--- src/rtl/ex_muldiv_unit.sv ---
// EX-stage iterative multiply/divide unit with architectural HI/LO.
// Shift-add multiply, restoring divide, one bit per cycle.
module ex_muldiv_unit #(
  parameter int DATA_W = 32,
  parameter int CNT_W  = 6
) (
  input  logic              Clk,
  input  logic              Rst,
  input  logic              Start,
  input  logic [1:0]        Op,
  input  logic [DATA_W-1:0] OperandA,
  input  logic [DATA_W-1:0] OperandB,
  input  logic              Flush,
  input  logic              WriteHI,
  input  logic              WriteLO,
  input  logic [DATA_W-1:0] WrData,
  output logic              Busy,
  output logic              Done,
  output logic              DivByZero,
  output logic [DATA_W-1:0] HI,
  output logic [DATA_W-1:0] LO
);

  typedef enum logic [1:0] {
    IDLE = 2'd0,
    CALC = 2'd1,
    FIX  = 2'd2
  } state_t;

  localparam int W2 = 2 * DATA_W;

  state_t            state_q, state_d;
  logic [CNT_W-1:0]  cnt_q, cnt_d;
  logic              div_q, div_d;
  logic              dz_q, dz_d;
  logic              neg_q, neg_d;
  logic              nrem_q, nrem_d;
  logic [DATA_W-1:0] a_q, a_d;
  logic [DATA_W-1:0] b_q, b_d;
  logic [W2-1:0]     acc_q, acc_d;
  logic [DATA_W-1:0] hi_q, hi_d;
  logic [DATA_W-1:0] lo_q, lo_d;
  logic              done_q, done_d;
  logic              dbz_q, dbz_d;

  logic              sgn_a, sgn_b;
  logic [DATA_W:0]   sum, rem_sh, diff;
  logic [W2-1:0]     prod;
  logic [DATA_W-1:0] quo, rem;

  always_comb begin
    sgn_a  = !Op[0] && OperandA[DATA_W-1];
    sgn_b  = !Op[0] && OperandB[DATA_W-1];
    sum    = {1'b0, acc_q[W2-1:DATA_W]}
           + (acc_q[0] ? {1'b0, a_q} : '0);
    rem_sh = {acc_q[W2-1:DATA_W], acc_q[DATA_W-1]};
    diff   = rem_sh - {1'b0, b_q};
    prod   = neg_q ? -acc_q : acc_q;
    quo    = neg_q ? -acc_q[DATA_W-1:0] : acc_q[DATA_W-1:0];
    rem    = nrem_q ? -acc_q[W2-1:DATA_W]
                    : acc_q[W2-1:DATA_W];

    state_d = state_q;
    cnt_d   = cnt_q;
    div_d   = div_q;
    dz_d    = dz_q;
    neg_d   = neg_q;
    nrem_d  = nrem_q;
    a_d     = a_q;
    b_d     = b_q;
    acc_d   = acc_q;
    hi_d    = hi_q;
    lo_d    = lo_q;
    done_d  = 1'b0;
    dbz_d   = 1'b0;

    unique case (state_q)
      IDLE: begin
        if (Start && !Flush) begin
          div_d  = Op[1];
          neg_d  = sgn_a ^ sgn_b;
          nrem_d = sgn_a;
          a_d    = sgn_a ? -OperandA : OperandA;
          b_d    = sgn_b ? -OperandB : OperandB;
          cnt_d  = '0;
          dz_d   = Op[1] && (OperandB == '0);
          if (dz_d) begin
            acc_d   = {OperandA, {DATA_W{1'b1}}};
            state_d = FIX;
          end else begin
            acc_d   = Op[1] ? {{DATA_W{1'b0}}, a_d}
                            : {{DATA_W{1'b0}}, b_d};
            state_d = CALC;
          end
        end else if (!Start) begin
          if (WriteHI) hi_d = WrData;
          if (WriteLO) lo_d = WrData;
        end
      end
      CALC: begin
        if (div_q) begin
          // negative difference means restore (keep shifted remainder)
          acc_d = diff[DATA_W]
            ? {rem_sh[DATA_W-1:0], acc_q[DATA_W-2:0], 1'b0}
            : {diff[DATA_W-1:0], acc_q[DATA_W-2:0], 1'b1};
        end else begin
          acc_d = {sum, acc_q[DATA_W-1:1]};
        end
        cnt_d = cnt_q + 1'b1;
        if (cnt_q == CNT_W'(DATA_W - 1)) state_d = FIX;
      end
      FIX: begin
        if (dz_q) begin
          hi_d = acc_q[W2-1:DATA_W];
          lo_d = acc_q[DATA_W-1:0];
        end else if (div_q) begin
          hi_d = rem;
          lo_d = quo;
        end else begin
          hi_d = prod[W2-1:DATA_W];
          lo_d = prod[DATA_W-1:0];
        end
        done_d  = 1'b1;
        dbz_d   = dz_q;
        state_d = IDLE;
      end
      default: state_d = IDLE;
    endcase

    if (Flush && state_q != IDLE) begin
      state_d = IDLE;
      hi_d    = hi_q;
      lo_d    = lo_q;
      done_d  = 1'b0;
      dbz_d   = 1'b0;
    end
  end

  always_ff @(posedge Clk or negedge Rst) begin
    if (!Rst) begin
      state_q <= IDLE;
      cnt_q   <= '0;
      div_q   <= 1'b0;
      dz_q    <= 1'b0;
      neg_q   <= 1'b0;
      nrem_q  <= 1'b0;
      a_q     <= '0;
      b_q     <= '0;
      acc_q   <= '0;
      hi_q    <= '0;
      lo_q    <= '0;
      done_q  <= 1'b0;
      dbz_q   <= 1'b0;
    end else begin
      state_q <= state_d;
      cnt_q   <= cnt_d;
      div_q   <= div_d;
      dz_q    <= dz_d;
      neg_q   <= neg_d;
      nrem_q  <= nrem_d;
      a_q     <= a_d;
      b_q     <= b_d;
      acc_q   <= acc_d;
      hi_q    <= hi_d;
      lo_q    <= lo_d;
      done_q  <= done_d;
      dbz_q   <= dbz_d;
    end
  end

  assign Busy      = (state_q != IDLE);
  assign Done      = done_q;
  assign DivByZero = dbz_q;
  assign HI        = hi_q;
  assign LO        = lo_q;

endmodule
--- config.mk ---
export PLATFORM = sky130hd
export DESIGN_NAME = ex_muldiv_unit
export DESIGN_NICKNAME = d
export VERILOG_FILES = /design/src/rtl/ex_muldiv_unit.sv
export SDC_FILE = /design/constraint.sdc
export NUM_CORES = 1
export LEC_CHECK = 0
export ABC_CLOCK_PERIOD_IN_PS = 4190
export CORE_ASPECT_RATIO = 0.5
export CORE_MARGIN = 8
export CORE_UTILIZATION = 32
export DETAILED_ROUTE_END_ITERATION = 16
export SLEW_MARGIN = 20
export SYNTH_ARGS = -nofsm -noshare
export SYNTH_HDL_FRONTEND = slang
export SYNTH_SLANG_ARGS = --single-unit
--- constraint.sdc ---
create_clock -name Clk -period 4.19 [get_ports Clk]
set_input_delay 0.838 -clock Clk [delete_from_list [all_inputs] [get_ports Clk]]
set_output_delay 0.838 -clock Clk [all_outputs]
set_load 0.05 [all_outputs]
### After elaboration in Yosys (flattened, before gate mapping)

Index checks and enable logic that the tools add are counted.

| word-level totals | value |
|---|---|
| output and inout port bits | 67 |
| word-level logic and storage cells | 85 |
| register bits | 206 |
| input bits | 104 |

| operators by class | value |
|---|---|
| bitwise gates (word level) | 2 |
| reduce and logical (&&, ||, !) cells | 17 |
| mux-type cells | 35 |
| $add $sub $neg | 8 |
| equality and inequality tests | 10 |

Operators with widths:

| kind | count |
|---|---|
| two-way mux 32 bit | 16 |
| two-way mux 64 bit | 5 |
| negator 32 bit | 4 |
| case mux 32 bit (2 select lines) | 2 |
| case mux 64 bit (2 select lines) | 1 |
| negator 64 bit | 1 |
| adder 32 x 32 -> 33 bit | 1 |
| subtractor 33 x 32 -> 33 bit | 1 |
| logical NOT 32 bit | 1 |
| case mux 6 bit (2 select lines) | 1 |
| inequality test 2 bit (second input constant) | 5 |
| AND reduction 5 bit | 2 |
| two-way mux 2 bit | 4 |
| adder 6 x 1 -> 6 bit (second input constant) | 1 |
| == test 6 x 5 -> 1 bit (second input constant) | 1 |
| two-way mux 6 bit | 1 |
| inequality test 3 bit (second input constant) | 2 |
| AND reduction 2 bit | 3 |
| nonzero test 2 bit | 3 |
| logical AND 1 bit | 5 |
| two-way mux 1 bit | 4 |
| case mux 2 bit (2 select lines) | 1 |
| == test 2 x 1 -> 1 bit (second input constant) | 1 |
| == test 2 bit (second input constant) | 1 |
| 4 further kinds | 5 |

### Depth between registers and ports, before layout

Gate-level depths: netlist of run 1.

| depth | value |
|---|---|
| depth in word-level cells | 7 |
| mapped depth | 14 |
| gate-level depth less buffers | 12 |

### Least setup slack after synthesis of run 1

No wires, ideal clock.

| timing | value |
|---|---|
| path kind | reg-to-reg |
| start point | reg acc_q[0] |
| end point | reg acc_q[60] |
| setup time | 135 ps |
| path buffers | 2 |
| stages on the path, launching flop included | 14 |
| required time | 4055 ps |
| arrival time | 3107 ps |
| clock period less this slack | 3242 ps |
| setup slack | 948 ps |
| cells stage by stage | dfrtp_1 clkbuf_1 clkbuf_1 and2_1 ha_1 a21oi_1 o211ai_1 a31oi_1 o21ai_0 a211o_1 a311o_1 a221oi_1 xor2_1 o211ai_1 |

| on the way | value |
|---|---|
| longest elaborated chain between the ends | 4 |

RTL lines:

| item | RTL line | RTL |
|---|---|---|
| from (decl) | 40 | `logic [W2-1:0] acc_q, acc_d;` |
| from (signal assigned) | 149 | `acc_q <= '0;` |
| from (signal assigned) | 163 | `acc_q <= acc_d;` |
| two-way mux 32 bit | 55 | `+ (acc_q[0] ? {1'b0, a_q} : '0);` |
| adder 32 x 32 -> 33 bit | 55 |  |
| two-way mux 64 bit | 101 | `if (div_q) begin` |
| case mux 64 bit (2 select lines) | 77 | `unique case (state_q)` |

No other way between the ends.
A chain may end at the register's enable or synchronous reset.

### Worst setup path in the final report of run 1

| timing | value |
|---|---|
| start point | reg acc_q[0] |
| end point | reg acc_q[59] |

Same word-level chain as after synthesis.

==> flow_metrics.tcl, run 1 <==
set metrics [dict create \
    status "complete, no violations" \
    syn_avg_cell_area_um2 8.00 \
    cts_root_buf "clkbuf_16" \
    cts_made_buffers 24 \
    dieWidth_um 336 \
    ys_async_sr_fraction_pct 100 \
    worst_pin_slew_ns 1.03 \
    first_global_vias 15824 \
    cts_buffer_depth 3 \
    fin_util_pct 40.3 \
    clock_power_share_pct 17.7 \
    vias_per_cell 5.62 \
    grt_start_max_net_pins 135 \
    hold_path.class "in -> async" \
    placed_cells 2880 \
    max_stage_delay_ns 0.62 \
    drv_slew 0 \
    io_buffer_count 170 \
    synth_cells 2042 \
    grt_pass1_wl_mm 100 \
    synth-xor-area-share_pct 9.16 \
    cts_hold_buf 0 \
    yosysTopAreaCell "dfrtp_1" \
    required_ns 4.63 \
    drc_errors 0 \
    p_leak_uw 0.00850 \
    post_synth_fa_ha_maj_area_fraction_pct 5.53 \
    clk_pin_slew_worst_paths_ns 0.06 \
    maxCapViolCount 0 \
    first_pass_iters 8 \
    synth_compound_area_share_pct 24.5 \
    maxSlewHeadroom_pct 30.9 \
    tritoncts "done" \
    crit_arrival_ns 4.43 \
    dr.first_iter.drc_count 1927 \
    fin_ws_ns 0.198 \
    rsz0062_at_grt "false" \
    pre_cts_slack_ns 0.162 \
    cp_slowest_cell "a211oi_1" \
    start_kind "register" \
    place_congestion 0.976 \
    synth.net_count 2217 \
    finalCriticalPeriod_ns 3.99 \
    wl_per_cell_um 23.1 \
    power.internal_uw 7130 \
    worstSkewPairLatency_ns 0.57 \
    overflow 0 \
    wl_mm 67.5 \
    ys_ff_latch 206 \
    synth_flop_cell "dfrtp_1" \
    fin_nets 2391 \
    drive_gt1_share_pct 9.36 \
    seq_area_frac_synth_pct 31.5 \
    postRouteAntennaNets 0 \
    yosys-top-cells-area "dfrtp_1, o21ai_0, nand2_1" \
    dieArea_um2 59000 \
    setup_viol 0 \
    synth-simple-area-share_pct 20.3 \
    max_clock_freq_ghz 0.251 \
    clkSinkCount 206 \
    place_hpwl_mm 53.0 \
    path_cells "buf_4, and2_1, ha_1, and2_1, nand3_1, a2111o_1, a211oi_1, a211oi_1, o21ai_0, xor2_1, a222oi_1, o21ai_0" \
    track_usage_pct 21.9 \
    synth_top_family_by_area "compound AO/OA/AOI/OAI gates" \
    dieHeight_um 176 \
    rows 58 \
    ir_drop_mv 0.303 \
    synth_edf_count 0 \
    initial_core_util_pct 32.5 \
    clock_skew_ns 0.0293 \
    fin_cells 2924 \
    cts_resized 0 \
    switching_share_pct 47.8 \
    fin_hold_ws_ns 0.312 \
    p_comb_share_pct 58.5 \
    synth.distinct_cells 74 \
    synth_top_area_share_pct 31.5 \
    final_cell_mix "nand2_1, dfrtp_1, o21ai_0" \
    finalSetupTns_ns 0 \
    end_kind "register" \
    period_share_pct 95.3 \
    vias 16422 \
    core_um2 50400 \
    muxShareOfSynthArea_pct 4.23 \
    area_delta_synth_final_pct 24.1 \
    seqPwrFrac_pct 23.8 \
    yosysWarnings 0 \
    p_switching_uw 6540 \
    ios 171 \
    h-tree-depth 1 \
    antenna_found_initial 2 \
    final_hold_viol_count 0 \
    post-cts-setup-buffers 0 \
    path_class "reg -> reg" \
    layout_commonest_cell "nand2_1" \
    path_max_fanout 23 \
    netlist_area_um2 16300 \
    power_density_nw_per_um2 674 \
]
==> sequential cells by signal (all words and copies together), names as in the netlist <==
register / count
cnt_q: 6
DivByZero: 1
div_q: 1
HI: 32
b_q: 32
state_q: 2
LO: 32
neg_q: 1
acc_q: 64
a_q: 32
nrem_q: 1
Done: 1
dz_q: 1
==> per-layer routing <==
metal	GRT usage [%]	wire length [µm]	vias to the layer above
met2	34.6	30000	686
met3	3.92	5400	134
met1	29.7	29300	7856
met4	7.94	2770	0
li1	-	-	7746
met5	0	0	-
==> per-stage QoR <==
step,total power (µW),area [µm²]
after floorplan,8210,16300
after detailed placement,11100,19400
after CTS,13500,20300
final,13700,20300
after global placement,11100,19400
after global routing,14400,20300
==> final timing paths <==
| path | start | end | slack (ns) | depth (start not counted) |
|---|---|---|---|---|
| worst max register to register | acc_q[0] | acc_q[59] | 0.20 | 12 |
| worst min register to register | a_q[23] | a_q[23] | 0.47 | 2 |
| min in group Clk | a_q[23] | a_q[23] | 0.47 | 2 |
| max in group asynchronous | Rst | a_q[13] | 2.95 | 2 |
| worst max-delay path | acc_q[0] | acc_q[59] | 0.20 | 12 |
| worst min-delay path | Rst | HI[5] | 0.31 | 1 |
==> cell type report <==
class                      count  area (µm²)
clock buffer                  29         669
multi-input combinational   1635       10500
sequential                   206        5160
timing repair buffer         290        2680
fill                        5186       30100
antenna                        1        2.50
inverter                      59         221
clock inverter                14         211
tap                          690         863
==> critical path: cells and delay by family (launching register included) <==
family / cells / cell delay, ns
compound gates: 6 / 2.00
simple gates: 3 / 0.54
flops: 1 / 0.49
fa+ha+maj: 1 / 0.36
buf+inv: 1 / 0.30
xor+xnor: 1 / 0.14
==> kinds of logic after synthesis <==
kind of cell,Yosys count
XOR/XNOR,171
adder cells (fa/ha/maj),71
AND/OR/NAND/NOR,699
multiplexers,67
AO/OA/AOI/OAI,627
flip-flops,206
buffers and inverters,201
==> power groups by stage <==
stage / combinational [µW] / clock, µW / sequential [µW]
global placement: 7820 / 0 / 3240
CTS: 7860 / 2430 / 3220
floorplan: 4800 / 0 / 3410
finish: 8000 / 2420 / 3250
global route: 8580 / 2510 / 3320
detailed placement: 7820 / 0 / 3260
==> synth_stat cells, types with 37 or more instances <==
| library cell | n |
|---|---|
| xnor2_1 | 98 |
| clkbuf_1 | 120 |
| and2_1 | 40 |
| nand2_1 | 241 |
| dfrtp_1 | 206 |
| inv_1 | 59 |
| nor3_1 | 71 |
| o21ai_0 | 202 |
| mux2i_1 | 51 |
| nand3_1 | 37 |
| xor2_1 | 73 |
| a21oi_1 | 129 |
| ha_1 | 69 |
| o31ai_1 | 65 |
| nor2_1 | 163 |
Note: power is estimated with default switching activity, not from simulation.
==> run 2, diff against run 1 <==
--- a/config.mk
+++ b/config.mk
@@ -10,6 +10,7 @@
 export CORE_MARGIN = 8
 export CORE_UTILIZATION = 32
 export DETAILED_ROUTE_END_ITERATION = 16
+export SKIP_CTS_REPAIR_TIMING = 1
 export SLEW_MARGIN = 20
 export SYNTH_ARGS = -nofsm -noshare
 export SYNTH_HDL_FRONTEND = slang
==> results of run 2 <==
Same layout as run 1: the final DEF is identical, and so are final timing and power.
==> run 3, diff against run 2 <==
--- a/config.mk
+++ b/config.mk
@@ -5,7 +5,6 @@
 export SDC_FILE = /design/constraint.sdc
 export NUM_CORES = 1
 export LEC_CHECK = 0
-export ABC_CLOCK_PERIOD_IN_PS = 4190
 export CORE_ASPECT_RATIO = 0.5
 export CORE_MARGIN = 8
 export CORE_UTILIZATION = 32
==> results of run 3 <==
Same layout as run 1: the final DEF is identical, and so are final timing and power.
